[config.mk]
export PLATFORM = sky130hd
export DESIGN_NAME = lfsr_rr_server
export DESIGN_NICKNAME = d
export VERILOG_FILES = /design/src/rtl/lfsr_rr_server.sv
export SDC_FILE = /design/constraint.sdc
export NUM_CORES = 1
export LEC_CHECK = 0
export ABC_CLOCK_PERIOD_IN_PS = 2900
export CAP_MARGIN = 30
export CORE_MARGIN = 1.5
export CORE_UTILIZATION = 44
export DETAILED_ROUTE_END_ITERATION = 7
export GPL_ROUTABILITY_DRIVEN = 0
export MAX_ROUTING_LAYER = met4
export PLACE_DENSITY = 0.82
export REMOVE_ABC_BUFFERS = 1
export SYNTH_ARGS = -nofsm -noshare
export SYNTH_HDL_FRONTEND = slang
export SYNTH_SLANG_ARGS = --single-unit
[constraint.sdc]
create_clock -name clk -period 2.9 [get_ports clk]
set_clock_uncertainty 0.2 [all_clocks]
set_input_delay 0.58 -clock clk [delete_from_list [all_inputs] [get_ports clk]]
set_output_delay 0.58 -clock clk [all_outputs]
set_load 0.02 [all_outputs]
[src/rtl/lfsr_rr_server.sv]
// lfsr_rr_server: round-robin arbiter serving values from a reseedable 4-bit maximal-length LFSR
module lfsr_rr_server #(
   parameter logic [3:0] SEED_RST = 4'b1010,
   parameter int         CNT_W    = 8
) (
   input  logic             clk,
   input  logic             reset,
   input  logic [3:0]       req,
   input  logic             seed_load,
   input  logic [3:0]       seed_i,
   output logic [3:0]       gnt,
   output logic [3:0]       rnd_o,
   output logic             busy,
   output logic [3:0]       lfsr_o,
   output logic [CNT_W-1:0] serve_cnt
);
   typedef enum logic {IDLE, GRANT} state_t;
   state_t state_d, state_q;
   logic [3:0] q_d, q_q, seed_nz;
   logic [1:0] last_d, last_q, pick, idx;
   logic found;
   logic [CNT_W-1:0] cnt_d, cnt_q;
   always_comb begin
      pick  = '0;
      idx   = '0;
      found = 1'b0;
      for (int i = 1; i <= 4; i++) begin
         idx = last_q + 2'(i);
         if (!found && req[idx]) begin
            pick  = idx;
            found = 1'b1;
         end
      end
   end
   // a zero seed would lock the LFSR, so it is replaced by 0001
   assign seed_nz = (seed_i == 4'b0000) ? 4'b0001 : seed_i;
   always_comb begin
      state_d = state_q;
      last_d  = last_q;
      cnt_d   = cnt_q;
      q_d     = seed_load ? seed_nz : (state_q == GRANT) ? {q_q[2:0], q_q[3] ^ q_q[0]} : q_q;
      if (state_q == GRANT) begin
         state_d = IDLE;
         cnt_d   = cnt_q + CNT_W'(1);
      end else if (!seed_load && found) begin
         state_d = GRANT;
         last_d  = pick;
      end
   end
   always_ff @(posedge clk) begin
      if (reset) begin
         state_q <= IDLE;
         q_q     <= SEED_RST;
         last_q  <= 2'd3;
         cnt_q   <= '0;
      end else begin
         state_q <= state_d;
         q_q     <= q_d;
         last_q  <= last_d;
         cnt_q   <= cnt_d;
      end
   end
   assign busy      = (state_q == GRANT);
   assign gnt       = busy ? 4'b0001 << last_q : 4'b0000;
   assign rnd_o     = busy ? q_q : 4'b0000;
   assign lfsr_o    = q_q;
   assign serve_cnt = cnt_q;
endmodule

After elaboration in Yosys (flattened, before gate mapping)
Index checks and enable logic that the tools add are counted.
- register bits: 15
- bits of input ports: 11
- output and inout port bits: 21
- logic and storage cells: 49
- $add $sub $neg: 4
- magnitude comparators: 4
- shifts and indexed selects: 1
- multiplexer cells: 21
- bitwise operators: 3
- reduce and logical (&&, ||, !) cells: 12
- operator list (cell ; count):
    $mux W4 ; 5
    $lt A2 B3 Y1 const B ; 4
    $mux W1 ; 9
    $add A8 B1 Y8 const B ; 1
    $bmux W1 S2 ; 4
    $mux W2 ; 3
    $add A2 B2 Y2 const B ; 2
    $logic_and A1 B1 Y1 ; 4
    $logic_not A1 Y1 ; 4
    $logic_not A4 Y1 ; 1
    $shl A1 B2 Y4 const A ; 1
    $reduce_and A3 Y1 ; 1
    $add A2 B1 Y2 const B ; 1
    $not A1 Y1 ; 2
    $reduce_bool A2 Y1 ; 1
    $reduce_or A2 Y1 ; 1
    $xor A1 B1 Y1 ; 1

Logic depth before layout (Yosys ltp)
Gate-level depths: netlist (run 1).
- word-level depth: 15
- mapped depth: 8
- mapped depth without buffers: 6

Least setup slack after synthesis (run 1)
Ideal clock, no wire load.
- kind: register to register
- start point: register last_q[0]
- end point: register last_q[1]
- setup time: 0.134 ns
- arrival time: 2.143 ns
- required time: 2.566 ns
- path slack: 0.422 ns
- cell stages (with the launch flop): 9
- path buffers: 2
- period minus slack after synthesis: 2.478 ns
- cell sequence: dfxtp_1 > buf_6 > clkbuf_1 > inv_1 > ha_1 > mux4_2 > nand2b_1 > a2111oi_1 > or4_1
- longest elaborated chain between the ends: 15
- elaborated cells between the ends (all ways): 27
- classes of those cells: add/sub: 3; mux: 15; bitwise: 1; reduce/logical: 8
- RTL lines (element ; line ; source):
    start: declaration ; 20 ; logic [1:0] last_d, last_q, pick, idx;
    start signal: assignment ; 59 ; last_q <= last_d;
    $add A2 B1 Y2 ; 28 ; idx = last_q + 2'(i);
    $bmux W1 S2 ; 29 ; if (!found && req[idx]) begin
    $mux W1 (implied by the code) ; 29 ;
    $mux W1 ; 29 ;
    $logic_not A1 Y1 ; 29 ;
    $logic_and A1 B1 Y1 ; 29 ;
    $mux W1 ; 29 ;
    $logic_not A1 Y1 ; 29 ;
    $logic_and A1 B1 Y1 ; 29 ;
    $mux W1 ; 29 ;
    $logic_not A1 Y1 ; 29 ;
    $logic_and A1 B1 Y1 ; 29 ;
    $mux W1 ; 29 ;
    $logic_and A1 B1 Y1 ; 45 ; end else if (!seed_load && found) begin
    $reduce_and A3 Y1 (no source line) ; n/a ;
Parallel ways exist; a longest one is shown, timed or not. The select of a mux whose other input is x is not followed.
A chain may end at the register's enable or synchronous reset.

Worst setup path in the final report (run 1)
- start point: register state_q, in the netlist busy
- end point: output rnd_o[3]
- longest elaborated chain between the ends: 1
- RTL lines (element ; line ; source):
    start: declaration ; 18 ; state_t state_d, state_q;
    start signal: assignment ; 57 ; state_q <= state_d;
    $mux W4 ; 65 ; assign rnd_o = busy ? q_q : 4'b0000;
    end: declaration ; 12 ; output logic [3:0] rnd_o,
Every way passes these cells.

==> results by group, run 1 <==
Status
  • Status: finished clean

Floorplanning
  • Overall die width: just under 50 um
  • Full die area: 2420 um^2
  • Die extent in y: 49.2 um
  • Row count: 16
  • Core Region: between 1500 and 2000 um^2
  • Initial Util: a little under half
  • Top Ports: 32

Global routing
  • Vias in the first global route: 764
  • GRT Overall Usage: about 20%
  • Largest net degree at the start of global routing: 21
  • Overflow after GRT: 0
  • Initial antenna violation count: 0
  • First-pass GRT wire length: 3550 um

Placed design
  • Pre-CTS WS: slightly below 0.3 ns
  • Placed insts: 161
  • Hpwl dp: roughly 1600 um
  • IO buf count: 31

CTS
  • Clock Latency Late Sink: approximately 0.27 ns
  • Post-cts resize count: 0
  • CTS HTree Levels: 1
  • Clock-pin slew on the worst setup and hold paths: around 0.08 ns
  • CTS tree: yes
  • CTS max path bufs: 2
  • CTS Buf Count: 3
  • Clk sinks: 15
  • CTS root buf: clkbuf_4
  • Post-CTS Repair Setup Buffers: 0
  • Hold-fix buffers at CTS: 0

Routing
  • Total number of vias: 892
  • Routed WL per cell: approximately 13 um
  • DR iter-0 viols: 20
  • DRC viols: 0
  • Detailed-route wire length: 2070 um
  • Via-per-instance ratio: between 5 and 6
  • Remaining antenna violation count after routing: 0
  • Router iterations before antenna repair: 4

Power and ir drop
  • Max VDD drop: around 0.00027 V
  • Pwr Density: roughly 470 nW/um^2
  • LEAKAGE: ~0.0005 uW

Synthesis
  • Top-area cell type share of the netlist area: between 30% and 40%
  • Library cells used by synthesis: 32
  • Synth area leader: dfxtp_1
  • Cell with the most instances after synthesis: dfxtp_1
  • FF+latch count, synth: 15
  • Post-synth EDFFs: 0
  • Ys async rst share: 0%
  • Synthesized instance count: approximately 110
  • Post-synthesis sequential area ratio: approximately a third
  • Cell Area, Synth: roughly 940 um^2
  • Ys flop type: dfxtp_1
  • Total of warnings raised by yosys: 0
  • Post-synth top cells: dfxtp_1 (15), nor2_1 (11), and2_1 (8)
  • Post-Syn Area per Cell: a little under 9 um^2
  • Top cells by area, synth: dfxtp_1 (32%), ha_1 (6.7%), mux4_1 (5.6%), and2_1 (5.3%), nor2_1 (4.4%)

STA
  • Worst slew pin tran: 0.637 ns
  • Endpoints failing setup: 0
  • Max-slew violation count: 0
  • Final period utilization: between 90 and 100%
  • Final hold violations: 0
  • TNS Setup: 0 ns
  • Minimum clock period: around 2.7 ns
  • Unrepaired setup endpoints after global routing: false
  • Worst relative slew slack: a little under three fifths
  • Final worst slack: roughly 0.24 ns
  • Fmax: between 300 and 400 MHz

Finish
  • P&R area growth vs syn: 38.1%
  • Post-Layout Cell Count: 165
  • Nets: around 160
  • Diodes inserted: 0
  • Share of cells above drive strength 1: 6.52%
  • Final core utilization: 65.4%

Setup path
  • Worst-path maximum fanout: 20
  • Crit Path Category: flip-flop to output port
  • CP Capture Type: output port
  • Crit path required time: approximately 2.1 ns
  • Type of origin of the critical path: flip-flop
  • Crit path DAT: between 1.5 and 2 ns

Flow run
  • Max cap viols: 0

Worst hold path
  • Worst Hold Class: flip-flop to flip-flop
## power breakdown
| part | switching [uW] | total [uW] | leakage (uW) | internal (uW) |
|---|---|---|---|---|
| combinational | 122 | 248 | 0.000355 | 126 |
| clock | 61.0 | 114 | 0.0000150 | 53.3 |
| sequential | 20.4 | 242 | 0.000123 | 221 |
## through the flow
step	area, um^2	hold WS (ns)	power (uW)
6_report	1300	0.292	604
5_1_grt	1300	0.323	655
4_1_cts	1300	0.303	611
3_5_place_dp	1270	0.291	495
3_3_place_gp	1270	0.265	485
2_1_floorplan	903	0.352	405
## final cells by class
cell class	instances	area (um^2)
clock buffer	4	26.3
fill	150	686
inverter	2	7.51
multi-input combinational	83	596
sequential	15	300
tap	27	33.8
timing repair buffer	34	333
## metal layers
metal | vias up | GRT usage [%] | wire length, um
li1 | 438 | - | -
met1 | 420 | 22.4 | 900
met2 | 30 | 32.0 | 1050
met3 | 4 | 5.52 | 85
met4 | 0 | 9.52 | 29
met5 | - | - | 0
## cell families after synthesis
kind of cell	share of synthesized area [%]
AOI/OAI and AO/OA	11.6
buffers and inverters	4.53
xor gates and xnor gates	5.60
muxes	11.3
adders and majority gates	6.67
and+or+nand+nor	28.3
DFF	32.0
## critical path: stages (launching register included)
cell and delay, ns:
dfxtp_1 0.74, and2_1 0.25, clkdlybuf4s50_1 0.61
## final timing paths
| check | endpoint | slack [ns] | depth (start not counted) | start |
|---|---|---|---|---|
| min | serve_cnt[7] | 0.29 | 2 | serve_cnt[7] |
| min reg2reg | serve_cnt[7] | 0.29 | 2 | serve_cnt[7] |
| max | rnd_o[3] | 0.24 | 2 | busy |
| max reg2reg | last_q[1] | 0.63 | 6 | last_q[1] |
## sequential cells by signal, summed over array words and instances, names as in the netlist
| signal | cells |
|---|---|
| serve_cnt | 8 |
| lfsr_o | 4 |
| last_q | 2 |
| busy | 1 |
## placed cells by master, fill, tap and decap left out, types with 2 or more instances in the layout
cell,instances
o21ai_0,4
or3_1,2
clkdlybuf4s50_1,31
xor2_1,4
mux4_1,2
nand4_1,3
ha_1,5
mux2i_1,2
a211oi_1,2
o31ai_1,4
nor2_1,11
nand2_1,5
xnor2_1,2
nor3_1,4
dfxtp_1,15
nor2b_1,4
a21oi_1,5
clkbuf_4,3
and2_1,8
inv_1,2
nor4_1,2
nand2b_1,6
buf_4,3
(Power assumes the default switching activity.)
==> run 2, diff against run 1 <==
--- a/config.mk
+++ b/config.mk
@@ -8,11 +8,12 @@
 export ABC_CLOCK_PERIOD_IN_PS = 2900
 export CAP_MARGIN = 30
 export CORE_MARGIN = 1.5
-export CORE_UTILIZATION = 44
+export CORE_UTILIZATION = 46
+export CTS_BUF_LIST = sky130_fd_sc_hd__clkbuf_4 sky130_fd_sc_hd__clkbuf_8
 export DETAILED_ROUTE_END_ITERATION = 7
 export GPL_ROUTABILITY_DRIVEN = 0
 export MAX_ROUTING_LAYER = met4
-export PLACE_DENSITY = 0.82
+export PLACE_DENSITY = 0.85
 export REMOVE_ABC_BUFFERS = 1
 export SYNTH_ARGS = -nofsm -noshare
 export SYNTH_HDL_FRONTEND = slang
==> run 2 against run 1 <==
  * Wire length fell by 1.6%
  * Die area down 4.1%
  * Maximum frequency up 0.41%
  * Clock-buffer cell count is 1 lower
  * Critical path depth unchanged
  * Sequential power barely moved
  * Final area is essentially flat
  * Clock power about the same
  * Critical path type unchanged
  * Largest cell class unchanged
==> results by group, run 2 (same netlist as run 1, synthesis figures left out) <==
Power and ir drop
  • Logic pwr share: 40.9% (was 41.1%)
  • Clk pwr share: 19.2% (was 18.9%)
  • Sw Pwr: 211 uW (was 204 uW)
  • Max VDD drop: 0.000284 V (was 0.000274 V)
  • LEAKAGE: 0.000496 uW (was 0.000493 uW)
  • Pwr Density: 470 nW/um^2 (was 466 nW/um^2)
  • Tot Pwr: 609 uW (was 604 uW)
  • Sw frac: 34.6% (was 33.7%)
  • Seq pwr share: 39.9% (was 40.0%)
  • Cell Int Power: 399 uW (was 401 uW)

Finish
  • Final core utilization: 66.8% (was 65.4%)
  • Max reg flops: 8 (unchanged)
  • Design Area, Final: 1300 um^2 (about the same)
  • Diodes inserted: 0 (unchanged)
  • Most common cell after layout, fill and taps aside: clkdlybuf4s50_1 (unchanged)
  • Nets: 155 (unchanged)
  • Commonest non-fill, non-tap cells in the layout: clkdlybuf4s50_1 (31), dfxtp_1 (15), nor2_1 (11) (unchanged)
  • Filler cells: 172 (was 150)
  • Share of cells above drive strength 1: 7.25% (was 6.52%)
  • P&R area growth vs syn: 38.3% (was 38.1%)

Setup path
  • CP Cell Sequence: and2_1 -> clkdlybuf4s50_1 (unchanged)
  • Critical path's largest stage delay: 0.72 ns (was 0.74 ns)
  • Crit path DAT: 1.87 ns (was 1.88 ns)
  • Slowest CP cell: dfxtp_1 (unchanged)
  • Type of origin of the critical path: flip-flop (unchanged)
  • Worst-path maximum fanout: 20 (unchanged)
  • Crit path required time: 2.12 ns (about the same)
  • Crit Path Category: flip-flop to output port (unchanged)
  • CP Capture Type: output port (unchanged)

CTS
  • CTS HTree Levels: 1 (unchanged)
  • CTS tree: yes (unchanged)
  • Hold-fix buffers at CTS: 0 (unchanged)
  • Post-CTS Repair Setup Buffers: 0 (unchanged)
  • Post-cts resize count: 0 (unchanged)
  • Clk sinks: 15 (unchanged)
  • Clock-pin slew on the worst setup and hold paths: 0.09 ns (was 0.08 ns)
  • CTS max path bufs: 2 (unchanged)
  • CTS Buf Count: 3 (unchanged)
  • Clock Latency Late Sink: 0.29 ns (was 0.27 ns)
  • CTS root buf: clkbuf_4 (unchanged)

Routing
  • Router iterations before antenna repair: 4 (unchanged)
  • Routed WL per cell: 12.3 um (was 12.5 um)
  • DR iter-0 viols: 13 (was 20)
  • Detailed-route wire length: 2040 um (was 2070 um)
  • Remaining antenna violation count after routing: 0 (unchanged)
  • DRC viols: 0 (unchanged)
  • Via-per-instance ratio: 5.27 (was 5.41)
  • Total number of vias: 869 (was 892)

STA
  • Final period utilization: 91.4% (was 91.7%)
  • Minimum clock period: 2.65 ns (was 2.66 ns)
  • Fmax: 377 MHz (was 376 MHz)
  • Final worst slack: 0.250 ns (was 0.239 ns)
  • Endpoints failing setup: 0 (unchanged)
  • TNS Setup: 0 ns (unchanged)
  • Worst relative slew slack: 59.1% (was 57.5%)
  • Max-slew violation count: 0 (unchanged)
  • Unrepaired setup endpoints after global routing: false (unchanged)
  • Worst slew pin tran: 0.613 ns (was 0.637 ns)
  • Final hold violations: 0 (unchanged)

Placed design
  • Pre-CTS WS: 0.280 ns (was 0.297 ns)
  • Area after DPL: 1270 um^2 (unchanged)
  • IO buf count: 31 (unchanged)
  • Hpwl dp: 1620 um (about the same)

Floorplanning
  • Initial Util: 48.3% (was 47.3%)
  • Top Ports: 32 (unchanged)
  • Full die area: 2320 um^2 (was 2420 um^2)
  • Die extent in y: 48.2 um (was 49.2 um)
  • Core Region: 1940 um^2 (was 1980 um^2)
  • Overall die width: 48.2 um (was 49.2 um)
  • Row count: 16 (unchanged)

Flow run
  • Max cap viols: 0 (unchanged)

Global routing
  • Largest net degree at the start of global routing: 21 (unchanged)
  • Initial antenna violation count: 0 (unchanged)
  • GRT Overall Usage: 19.6% (was 19.7%)
  • Vias in the first global route: 755 (was 764)
  • First-pass GRT wire length: 3050 um (was 3550 um)
  • Overflow after GRT: 0 (unchanged)

Status
  • Status: finished clean (unchanged)

Worst hold path
  • Worst Hold Class: flip-flop to flip-flop (unchanged)
[run 2: path summary, 6_finish.rpt]
kind	slack (ns)	end	start	cells past startpoint
setup / recovery	0.25	rnd_o[0]	busy	2
hold / removal	0.30	serve_cnt[7]	serve_cnt[7]	2
setup reg to reg	0.58	last_q[1]	last_q[1]	6
hold reg to reg	0.30	serve_cnt[7]	serve_cnt[7]	2
[run 2: area by class of cell]
cell class	count	area [um^2]	share of cell area (%)
repair buffers	34	333	25.7
clock inverters	1	5.00	0.386
well taps	27	33.8	2.60
multi-input cells	83	596	45.9
clock buffers	3	22.5	1.74
inverters	2	7.51	0.579
flip-flops and latches	15	300	23.1
[run 2: power by group through the flow]
| stage | logic, uW | registers, uW | clock network [uW] |
|---|---|---|---|
| floorplan | 140 | 264 | 0 |
| global placement | 237 | 248 | 0 |
| detailed placement | 249 | 248 | 0 |
| CTS | 249 | 243 | 122 |
| global route | 274 | 246 | 132 |
| finish | 249 | 243 | 117 |
[run 2: through the flow]
stage                     std cells  hold WS [ns]
after floorplan                 100         0.352
after global placement          161         0.266
after detailed placement        161         0.291
after CTS                       165         0.306
after global routing            165         0.350
final                           165         0.302
[run 2: layer usage]
metal	vias to the layer above	track usage [%]	share of wire, %	wire, um
met5	-	-	0	0
met4	0	9.73	1.8	36
met3	4	2.22	3.6	74
met2	31	34.5	51	1040
met1	391	21.5	43	881
li1	443	-	-	-
[run 2: worst max-delay path, delay by kind of cell, from the launching register on]
| kind | cells | cell delay (ns) |
|---|---|---|
| DFF | 1 | 0.72 |
| buffers and inverters | 1 | 0.61 |
| and+or+nand+nor | 1 | 0.25 |
==> run 3, diff against run 2 <==
--- a/config.mk
+++ b/config.mk
@@ -14,6 +14,7 @@
 export GPL_ROUTABILITY_DRIVEN = 0
 export MAX_ROUTING_LAYER = met4
 export PLACE_DENSITY = 0.85
+export RECOVER_POWER = 100
 export REMOVE_ABC_BUFFERS = 1
 export SYNTH_ARGS = -nofsm -noshare
 export SYNTH_HDL_FRONTEND = slang
==> run 3 against run 2 <==
  * Flip-flop and latch count did not move
  * Clock power barely moved
  * Sequential share of layout area rose by 0.16 points
  * Largest power group is now sequential cells
  * Highest routed layer unchanged
==> results by group, run 3 (same netlist as run 1, synthesis figures left out) <==
CTS
  • Post-cts resize count: 0 (unchanged)
  • Clk sinks: 15 (unchanged)
  • Clock Latency Late Sink: 0.29 ns (about the same)
  • CTS tree: yes (unchanged)
  • CTS max path bufs: 2 (unchanged)
  • Clock-pin slew on the worst setup and hold paths: 0.09 ns (about the same)
  • Hold-fix buffers at CTS: 0 (unchanged)
  • CTS Buf Count: 3 (unchanged)
  • CTS root buf: clkbuf_4 (unchanged)
  • Post-CTS Repair Setup Buffers: 0 (unchanged)
  • CTS HTree Levels: 1 (unchanged)

Power and ir drop
  • Sw frac: 34.8% (was 34.6%)
  • Clk pwr share: 19.5% (was 19.2%)
  • LEAKAGE: 0.000542 uW (was 0.000496 uW)
  • Cell Int Power: 392 uW (was 399 uW)
  • Sw Pwr: 209 uW (was 211 uW)
  • Logic pwr share: 40.1% (was 40.9%)
  • Max VDD drop: 0.000283 V (was 0.000284 V)
  • Seq pwr share: 40.4% (was 39.9%)
  • Pwr Density: 466 nW/um^2 (was 470 nW/um^2)

Routing
  • Via-per-instance ratio: 5.23 (was 5.27)
  • Total number of vias: 863 (was 869)
  • Router iterations before antenna repair: 4 (unchanged)
  • DR iter-0 viols: 12 (was 13)
  • Routed WL per cell: 12.3 um (about the same)
  • Remaining antenna violation count after routing: 0 (unchanged)
  • Detailed-route wire length: 2030 um (was 2040 um)
  • DRC viols: 0 (unchanged)

Setup path
  • Critical path's largest stage delay: 0.72 ns (about the same)
  • Crit path DAT: 1.93 ns (was 1.87 ns)
  • CP top delay family: flip-flops (unchanged)
  • FF-to-FF setup slack: 0.58 ns (about the same)
  • Crit Path Category: flip-flop to output port (unchanged)
  • Slowest CP cell: dfxtp_1 (unchanged)
  • Stages on the worst setup path: 2 (unchanged)
  • CP Capture Type: output port (unchanged)
  • CP Cell Sequence: and2_1 -> dlygate4sd3_1 (was and2_1 -> clkdlybuf4s50_1)
  • Number of buffers and inverters on the critical path: 1 (unchanged)
  • Type of origin of the critical path: flip-flop (unchanged)
  • Reg-to-Reg End: last_q[1] (unchanged)
  • Crit path required time: 2.12 ns (about the same)
  • Worst-path maximum fanout: 20 (unchanged)
  • R2R Path Start: last_q[1] (unchanged)
  • Worst r2r path cells: 6 (unchanged)

Global routing
  • Vias in the first global route: 755 (unchanged)
  • First-pass GRT wire length: 3050 um (unchanged)
  • Largest net degree at the start of global routing: 21 (unchanged)
  • Initial antenna violation count: 0 (unchanged)
  • Overflow after GRT: 0 (unchanged)
  • GRT Overall Usage: 19.6% (unchanged)

STA
  • Fmax: 369 MHz (was 377 MHz)
  • Unrepaired setup endpoints after global routing: false (unchanged)
  • Final period utilization: 93.6% (was 91.4%)
  • Max-slew violation count: 0 (unchanged)
  • TNS Setup: 0 ns (unchanged)
  • Endpoints failing setup: 0 (unchanged)
  • Worst slew pin tran: 0.611 ns (was 0.613 ns)
  • Minimum clock period: 2.71 ns (was 2.65 ns)
  • Final hold violations: 0 (unchanged)
  • Worst relative slew slack: 59.2% (was 59.1%)

Finish
  • Diodes inserted: 0 (unchanged)
  • Most common cell after layout, fill and taps aside: dlygate4sd3_1 (was clkdlybuf4s50_1)
  • Design Area, Final: 1290 um^2 (was 1300 um^2)
  • Commonest non-fill, non-tap cells in the layout: dlygate4sd3_1 (23), dfxtp_1 (15), nor2_1 (11) (was clkdlybuf4s50_1 (31), dfxtp_1 (15), nor2_1 (11))
  • Filler cells: 177 (was 172)
  • P&R area growth vs syn: 37.3% (was 38.3%)
  • Max reg flops: 8 (unchanged)
  • Share of cells above drive strength 1: 5.80% (was 7.25%)
  • Nets: 155 (unchanged)

Placed design
  • Hpwl dp: 1620 um (unchanged)
  • Area after DPL: 1270 um^2 (unchanged)
  • IO buf count: 31 (unchanged)

Worst hold path
  • Hold depth: 2 (unchanged)
  • WHS Endpoint: serve_cnt[7] (unchanged)
  • Min-delay src: serve_cnt[7] (unchanged)
  • Worst Hold Class: flip-flop to flip-flop (unchanged)

Floorplanning
  • Full die area: 2320 um^2 (unchanged)
  • Core Region: 1940 um^2 (unchanged)
  • Overall die width: 48.2 um (unchanged)
  • Top Ports: 32 (unchanged)
  • Initial Util: 48.3% (unchanged)
  • Row count: 16 (unchanged)
  • Die extent in y: 48.2 um (unchanged)

Status
  • Status: finished clean (unchanged)

Flow run
  • Max cap viols: 0 (unchanged)
[run 3: layer usage]
| layer | track usage, % | wire [um] | vias up |
|---|---|---|---|
| met4 | 9.73 | 37 | 0 |
| met1 | 21.5 | 892 | 391 |
| li1 | - | - | 443 |
| met3 | 2.22 | 68 | 4 |
| met5 | - | 0 | - |
| met2 | 34.5 | 1030 | 25 |
[run 3: final cells by class]
type | count | area (um^2) | share of cell area (%)
clock buffer | 3 | 22.5 | 1.75
clock inverter | 1 | 5.00 | 0.388
inverter | 2 | 7.51 | 0.583
multi-input combinational | 83 | 594 | 46.1
sequential | 15 | 300 | 23.3
tap | 27 | 33.8 | 2.62
timing repair buffer | 34 | 325 | 25.2
[run 3: how the worst max path moves through the flow]
| stage | endpoint | startpoint | slack (ns) |
|---|---|---|---|
| 2_1_floorplan | last_q[1] | last_q[0] | 0.54 |
| 3_3_place_gp | last_q[1] | req[0] | 0.36 |
| 3_5_place_dp | last_q[1] | req[0] | 0.28 |
| 4_1_cts | rnd_o[0] | busy | 0.22 |
| 5_1_grt | rnd_o[0] | busy | 0.08 |
| 6_report | rnd_o[0] | busy | 0.19 |
[run 3: tightest hold or removal path: stages, from the launching register on]
cell and delay, ns:
dfxtp_1 0.33, o21ai_0 0.07, a21oi_1 0.06
[run 3: power groups by stage]
stage                     clock network, uW  logic (uW)  registers (uW)
final                                   117         241             243
after CTS                               122         249             243
after global routing                    132         267             246
after detailed placement                  0         249             248
after floorplan                           0         140             264
after global placement                    0         237             248
[run 3: per-stage QoR]
step / setup WS, ns / util (%) / hold slack, ns / power [uW] / std cells
2_1_floorplan: 0.535 / - / 0.352 / 405 / 100
3_3_place_gp: 0.365 / 65.4 / 0.266 / 485 / 161
3_5_place_dp: 0.280 / 65.4 / 0.291 / 497 / 161
4_1_cts: 0.220 / 66.8 / 0.306 / 615 / 165
5_1_grt: 0.0752 / 66.4 / 0.348 / 645 / 165
6_report: 0.186 / 66.4 / 0.299 / 601 / 165
==> RTL change, RTL diff (flow settings as in run 3) <==
Reset style: asynchronous (`reset`), changed in one clocked block.
--- a/src/rtl/lfsr_rr_server.sv
+++ b/src/rtl/lfsr_rr_server.sv
@@ -47,7 +47,7 @@
          last_d  = pick;
       end
    end
-   always_ff @(posedge clk) begin
+   always_ff @(posedge clk or posedge reset) begin
       if (reset) begin
          state_q <= IDLE;
          q_q     <= SEED_RST;
Behaviour: differs if reset is asserted again (counterexample within 4 cycles, from zero or initial values and one cycle with reset high); with reset held inactive, the same outputs for 10 cycles.
==> RTL change against run 3 <==
Final area is 4.8% lower; total power is 56% higher; via count is 6.8% lower; sequential cell count stayed put; global-route usage is 3.1 points higher; setup slack worse by 0.050 ns; worst hold slack worse by 0.014 ns; count of clock-buffer cells in the layout stayed put; routed wire length is 0.94% lower; area after synthesis is 6.3% lower; synthesized cell count is 17% lower; critical path depth is 2 higher; critical path type unchanged; largest cell class unchanged.
==> RTL change: results (changes against run 3) <==
| Metric | Value |
|---|---|
| Worst-path clk slew | `0.09 ns (about the same)` |
| RR Endpoint | `last_q[0]$_DFFE_PP1P_` |
| Leakage dissipation | `0.5489 nW (+1.2%)` |
| Reg2reg setup slack | `0.73 ns (+0.15 ns)` |
| Sequential area share after synthesis | `0.4324 (+0.1124)` |
| Status | `finished, final reports clean` |
| Reg-to-reg critical path startpoint | `last_q[1]$_DFFE_PP1P_` |
| CTS Buf Count | `3 (unchanged)` |
| Data arrival, critical path | `1.98 ns (+0.05 ns)` |
| Share of layout cells above drive strength 1 | `0.08197 (+0.02400)` |
| Fillers | `168 (-5.1%)` |
| Worst relative slew slack | `0.6194 (+0.02699)` |
| Min-delay src | `serve_cnt[5]$_DFFE_PP0P_` |
| Pre-CTS setup slack | `0.5095 ns (+0.2293 ns)` |
| Synth top area cells | `dfrtp_1 31%, dfstp_2 12%, ha_1 7.1%, and2_1 5.7%, xnor2_1 5.0%` |
| Vias after detailed routing | `804 (-6.8%)` |
| Largest net degree at the start of global routing | `18 (-14%)` |
| Post-DP Area | `1206 µm² (-5.0%)` |
| Worst vdd ir | `0.0004728 V (+67%)` |
| Main synth FF type | `dfrtp_1` |
| Total GRT Usage | `0.2264 (+0.03069)` |
| Synth cell count leaders | `11 x dfrtp_1, 8 x and2_1, 6 x nand2_1` |
| Critical-path maximum fanout | `9 (-55%)` |
| WHS Path Cells | `1 (-1)` |
| Cells after DPL | `143 (-11%)` |
| Starting DRC count in detailed routing | `14 (+2)` |
| Worst Hold Slack | `0.2847 ns (-0.01394 ns)` |
| Vias in the first global route | `772 (+2.3%)` |
| DP HPWL | `1.541 mm (-4.7%)` |
| H-tree depth | `1 (unchanged)` |
| Yosys cell types | `33 (+3.1%)` |
| Routed len/inst | `13.67 µm (+11%)` |
| Syn_area_per_cell | `9.883 µm² (+13%)` |
| First-pass GRT wire length | `3.277 mm (+7.5%)` |
-- RTL change: worst max path at each step --
| stage | startpoint | end | slack (ns) | cells after the start |
|---|---|---|---|---|
| after global routing | last_q[1]$_DFFE_PP1P_ | gnt[3] | 0.07 | 3 |
| after CTS | last_q[0]$_DFFE_PP1P_ | gnt[0] | 0.18 | 4 |
| final | last_q[1]$_DFFE_PP1P_ | gnt[0] | 0.14 | 4 |
| after global placement | last_q[0]$_DFFE_PP1P_ | gnt[0] | 0.53 | 4 |
| after detailed placement | last_q[0]$_DFFE_PP1P_ | gnt[2] | 0.51 | 4 |
| after floorplan | last_q[0]$_DFFE_PP1P_ | last_q[0]$_DFFE_PP1P_ | 1.0 | 6 |
-- RTL change: kinds of logic (layout without fill, tap and decap cells) --
logic type,Yosys count,after routing,synth area share
AOI/OAI and AO/OA,21,21,0.1593
xor gates and xnor gates,8,8,0.07966
and+or+nand+nor,31,31,0.1878
DFF,15,15,0.4324
muxes,3,3,0.03556
buffers and inverters,6,39,0.03414
adders and majority gates,5,5,0.07112
-- RTL change: layer usage --
metal / vias up / share of wire / track usage
met5: - / 0 / -
li1: 384 / - / -
met4: 0 / 0.021 / 0.1333
met1: 387 / 0.42 / 0.2659
met3: 4 / 0.039 / 0.05385
met2: 29 / 0.52 / 0.3528
-- RTL change: stage by stage --
step,utilization,power [mW]
finish,0.6957,0.9372
global route,0.6957,1.011
CTS,0.6993,0.9754
detailed placement,0.6837,0.8519
global placement,0.6837,0.8332
floorplan,-,0.6538
-- RTL change: worst max-delay path, cell delays in order, from the launching register on --
cell	delay, ns
dfstp_1	0.71
inv_2	0.11
ha_1	0.19
and2_1	0.15
clkdlybuf4s50_1	0.53
-- RTL change: report_power, final --
group	total, mW	switching (mW)	internal, mW	leakage, nW
combinational	0.443	0.227	0.216	0.352
clock	0.122	0.0706	0.0512	0.0177
sequential	0.373	0.0918	0.281	0.179
-- RTL change: area by class of cell --
| cell class | count | area [µm²] | area share |
|---|---|---|---|
| well taps | 25 | 31.28 | 0.02548 |
| clock buffers | 3 | 22.52 | 0.01835 |
| clock inverters | 1 | 5.005 | 0.004077 |
| repair buffers | 31 | 310.3 | 0.2528 |
| multi-input cells | 68 | 462.9 | 0.3772 |
| flip-flops and latches | 15 | 380.4 | 0.3099 |
| inverters | 4 | 15.01 | 0.01223 |
